`config.mk`:
```
export PLATFORM = sky130hd
export DESIGN_NAME = risc16_regfile_wb_arbiter
export DESIGN_NICKNAME = d
export VERILOG_FILES = /design/src/rtl/risc16_regfile_wb_arbiter.sv
export SDC_FILE = /design/constraint.sdc
export NUM_CORES = 1
export LEC_CHECK = 0
export ABC_AREA = 1
export CAP_MARGIN = 20
export CORE_ASPECT_RATIO = 2
export CORE_UTILIZATION = 39
export DETAILED_ROUTE_END_ITERATION = 10
export GPL_TIMING_DRIVEN = 0
export PLACE_DENSITY = 0.81
export SLEW_MARGIN = 40
export SYNTH_ARGS = -nofsm -noshare
export SYNTH_HDL_FRONTEND = slang
export SYNTH_SLANG_ARGS = --single-unit
```
`constraint.sdc`:
```
create_clock -name clk -period 2.1 [get_ports clk]
set_clock_uncertainty 0.05 [all_clocks]
set_input_delay 0.63 -clock clk [delete_from_list [all_inputs] [get_ports clk]]
set_output_delay 0.63 -clock clk [all_outputs]
set_load 0.01 [all_outputs]
```
`src/rtl/risc16_regfile_wb_arbiter.sv`:
```
// risc16_regfile_wb_arbiter: round-robin arbiter sharing the RiSC-16 regfile write port between ALU and load writeback
module risc16_regfile_wb_arbiter #(
  parameter int WORD_LENGTH  = 16,
  parameter int REG_ADDR_LEN = 3,
  parameter int CNT_WIDTH    = 8
) (
  input  logic                    clk,
  input  logic                    rst,
  input  logic                    hold,
  input  logic                    a_valid,
  input  logic [REG_ADDR_LEN-1:0] a_addr,
  input  logic [WORD_LENGTH-1:0]  a_data,
  output logic                    a_ready,
  input  logic                    m_valid,
  input  logic [REG_ADDR_LEN-1:0] m_addr,
  input  logic [WORD_LENGTH-1:0]  m_data,
  output logic                    m_ready,
  output logic [REG_ADDR_LEN-1:0] wb_addr,
  output logic [WORD_LENGTH-1:0]  wb_data,
  output logic                    wb_wen,
  input  logic [REG_ADDR_LEN-1:0] rd_addr1,
  input  logic [REG_ADDR_LEN-1:0] rd_addr2,
  output logic                    fwd1_hit,
  output logic                    fwd2_hit,
  output logic [WORD_LENGTH-1:0]  fwd_data,
  output logic [CNT_WIDTH-1:0]    wr_count
);
  typedef enum logic {GNT_A, GNT_M} gnt_t;
  gnt_t last_grant;
  logic win_a, win_m, hs, commit;
  logic [REG_ADDR_LEN-1:0] sel_addr;
  logic [WORD_LENGTH-1:0]  sel_data;
  always_comb begin
    win_a    = !rst && !hold && a_valid && (!m_valid || last_grant == GNT_M);
    win_m    = !rst && !hold && m_valid && !win_a;
    a_ready  = win_a;
    m_ready  = win_m;
    hs       = win_a || win_m;
    sel_addr = win_a ? a_addr : m_addr;
    sel_data = win_a ? a_data : m_data;
    // r0 is hardwired to zero: accept the handshake but drop the write
    commit   = hs && (sel_addr != '0);
    fwd1_hit = wb_wen && (wb_addr == rd_addr1);
    fwd2_hit = wb_wen && (wb_addr == rd_addr2);
    fwd_data = wb_data;
  end
  always_ff @(posedge clk) begin
    if (rst) begin
      wb_wen     <= 1'b0;
      wb_addr    <= '0;
      wb_data    <= '0;
      wr_count   <= '0;
      last_grant <= GNT_M;
    end else begin
      wb_wen   <= commit;
      wr_count <= wr_count + CNT_WIDTH'(wb_wen);
      if (commit) begin
        wb_addr <= sel_addr;
        wb_data <= sel_data;
      end
      if (hs) last_grant <= win_a ? GNT_A : GNT_M;
    end
  end
endmodule

```
==> results of run 1 <==
metal layers:
layer / vias up / track usage (%) / wire (um)
met4: 0 / 11.4 / 159
met5: - / 0 / 0
met3: 14 / 3.46 / 162
met1: 885 / 19.6 / 1630
met2: 72 / 42.5 / 2830
li1: 974 / - / -
worst max-delay path, stage by stage:
cell and delay, ns:
buf_6 0.09, xor2_2 0.14, a2111oi_2 0.35, buf_2 0.20
registers in the layout, summed over array words and instances, names as in the netlist:
name        cells
fwd_data       16
last_grant      1
wb_addr         3
wb_wen          1
wr_count        8
per-stage QoR:
| stage | total power (W) | cell area (um^2) | hold slack, ns | util, % |
|---|---|---|---|---|
| floorplan | 0.000853 | 1750 | 0.421 | - |
| global placement | 0.00109 | 2770 | 0.402 | 63.9 |
| detailed placement | 0.00110 | 2770 | 0.405 | 63.9 |
| CTS | 0.00162 | 2910 | 0.417 | 67.0 |
| global route | 0.00169 | 2910 | 0.459 | 67.0 |
| finish | 0.00160 | 2910 | 0.420 | 67.0 |
power breakdown:
part | internal (W) | switching (W) | leakage, nW | total, W
clock network | 0.000296 | 0.000211 | 0.0542 | 0.000507
registers | 0.000585 | 0.0000303 | 0.238 | 0.000616
logic | 0.000280 | 0.000198 | 1.02 | 0.000479
total | 0.00116 | 0.000440 | 1.31 | 0.00160
final timing paths:
kind / start / endpoint / slack, ns / cells past startpoint
max: rd_addr2[2] / fwd2_hit / 0.01 / 4
min: wr_count[7] / wr_count[7] / 0.42 / 2
max reg2reg: last_grant / fwd_data[11] / 0.19 / 12
min reg2reg: wr_count[7] / wr_count[7] / 0.42 / 2
layout make-up:
cell class                      instances  area share (%)
Clock buffer                            7            3.31
Inverter                               19            3.06
Sequential cell                        29            20.0
Timing Repair Buffer                  102            33.0
Tap cell                               54            2.32
Buffer                                 23            5.98
Multi-Input combinational cell        175            32.1
Clock inverter                          1           0.172
cells by family after synthesis:
logic type | share of synthesized area (%)
xor gates and xnor gates | 1.50
DFF | 33.1
and+or+nand+nor | 42.9
buffers and inverters | 15.8
adders and majority gates | 1.43
AOI/OAI and AO/OA | 5.28
cell usage in the layout, fill, tap and decap left out, types with 2 or more instances in the layout:
cell type and count:
a2111oi_2 2, a21oi_1 6, buf_2 10, buf_4 23, buf_6 3, clkbuf_1 2, clkbuf_2 2, clkbuf_8 7
clkdlybuf4s15_1 2, clkdlybuf4s50_1 82, dfxtp_1 28, ha_1 2, inv_1 17, nand2_1 81, nand2_2 2, nand2_4 2
nand3_1 5, nand3_4 2, nand3b_1 16, nand4_1 3, nor2_1 23, nor2_2 18, o21ai_0 2, o21ai_1 2
o21ai_2 2, xor2_1 2
repair_timing:
| item | 4_1_cts | 5_1_grt |
|---|---|---|
| gates cloned | 0 | 0 |
| setup buffers | 5 | 2 |
| pin swaps | 6 | 2 |
| endpoints found under the setup margin | 4 | 3 |
| gates resized for setup | 62 | 10 |
==> impl_metrics.env, run 1 <==
export IMPL_vias=1945
export IMPL_cts_buffer_depth=2
export IMPL_end_kind="primary output"
export IMPL_cp_required_ns=1.42
export IMPL_numCtsBuffers=5
export IMPL_fmax_ghz=0.479
export IMPL_arrival_ns=1.41
export IMPL_maxCapViolations=0
export IMPL_vdd_ir_drop_max_mv=0.475
export IMPL_clk_insertion_delay_late_ns=0.28
export IMPL_grt_pass1_wl_mm=7.97
export IMPL_path_class="in2out"
export IMPL_power_per_cell_area_nw_per_um2=551
export IMPL_grt_use_total_pct=21.5
export IMPL_min_period_ns=2.09
export IMPL_min_path_type="reg2reg"
export IMPL_firstDrtPassIters=5
export IMPL_die_area_um2=4780
export IMPL_status="completed"
export IMPL_synth_edf_count=0
export IMPL_initial_core_util_pct=40.4
export IMPL_slew_headroom_pct=70.6
export IMPL_drv_slew=0
export IMPL_yosys_top_cells_count="nand2_1, dfxtp_1, nor2_1, nor2_2"
export IMPL_multi_input_area_um2=933
export IMPL_dp_slack_ns=-1.02
export IMPL_yosysWarnings=0
export IMPL_final_antenna_net_count=0
export IMPL_grt_antenna_before_repair=0
export IMPL_synth_cell_area_um2=1750
export IMPL_leakage_nw=1.31
export IMPL_layout_drive_gt1_share_pct=22.5
export IMPL_synth_fp_nets=300
export IMPL_fin_ws_ns=0.0117
export IMPL_wl_per_cell_um=11.7
export IMPL_area_growth_pct=65.9
export IMPL_drt_iter0_markers=26
export IMPL_rsz0062_at_grt="yes"
export IMPL_seq_area_frac_synth_pct=33.1
export IMPL_ctsHoldBuffers=0
export IMPL_grt_max_degree=18
export IMPL_io_buffers=95
export IMPL_critPathMaxFanout=1
export IMPL_dp_final_hpwl_mm=3.65
export IMPL_yosysUniqueCellTypes=27
export IMPL_die_h_um=96.8
export IMPL_grt_pass1_vias=1835
export IMPL_antenna_cells=0
export IMPL_synthArstFlopShare_pct=0
export IMPL_cts_root_buf="clkbuf_8"
export IMPL_dp_cells=398
export IMPL_synthFlopType="dfxtp_1"
export IMPL_fillers=410
export IMPL_final_cell_count_no_fill=410
export IMPL_finalCritPeriodShare_pct=99.4
export IMPL_wl_mm=4.78
export IMPL_hold_viol=0
export IMPL_regArea_um2=582
export IMPL_cts_num_sinks=29
export IMPL_yosysTopAreaCell="dfxtp_1"
export IMPL_gp_congestion=0.795
export IMPL_htree_num_levels=2
export IMPL_ys_ff_latch=29
export IMPL_avgSynthCellArea_um2=7.04
export IMPL_timing_setup_tns_ns=0
export IMPL_yosysMostFrequentCell="nand2_1"
export IMPL_setup_violations=0
export IMPL_drc=0
export IMPL_via_per_inst=4.74
export IMPL_tightest_slew_ns=0.441
export IMPL_die_w_um=49.4
export IMPL_grt_overflow_total=0
export IMPL_startpoint_type="input pin"
export IMPL_netlist_area_leader_share_pct=33.1
export IMPL_cts_tree="built"
export IMPL_io_pins=97
export IMPL_rows=34
export IMPL_nNetsFinal=406
export IMPL_cts_clk_slew_worst_paths_ns=0.06
export IMPL_netlist_instances=249
export IMPL_synth_area_leaders="dfxtp_1, nand2_1, buf_4"
export IMPL_coreArea_um2=4340
(Power assumes the default switching activity.)
==> inputs of run 2 (changes only) <==
--- a/config.mk
+++ b/config.mk
@@ -6,6 +6,7 @@
 export NUM_CORES = 1
 export LEC_CHECK = 0
 export ABC_AREA = 1
+export ABC_CLOCK_PERIOD_IN_PS = 2100
 export CAP_MARGIN = 20
 export CORE_ASPECT_RATIO = 2
 export CORE_UTILIZATION = 39
==> results of run 2 <==
Final layout, timing and power as in run 1 (identical DEF).
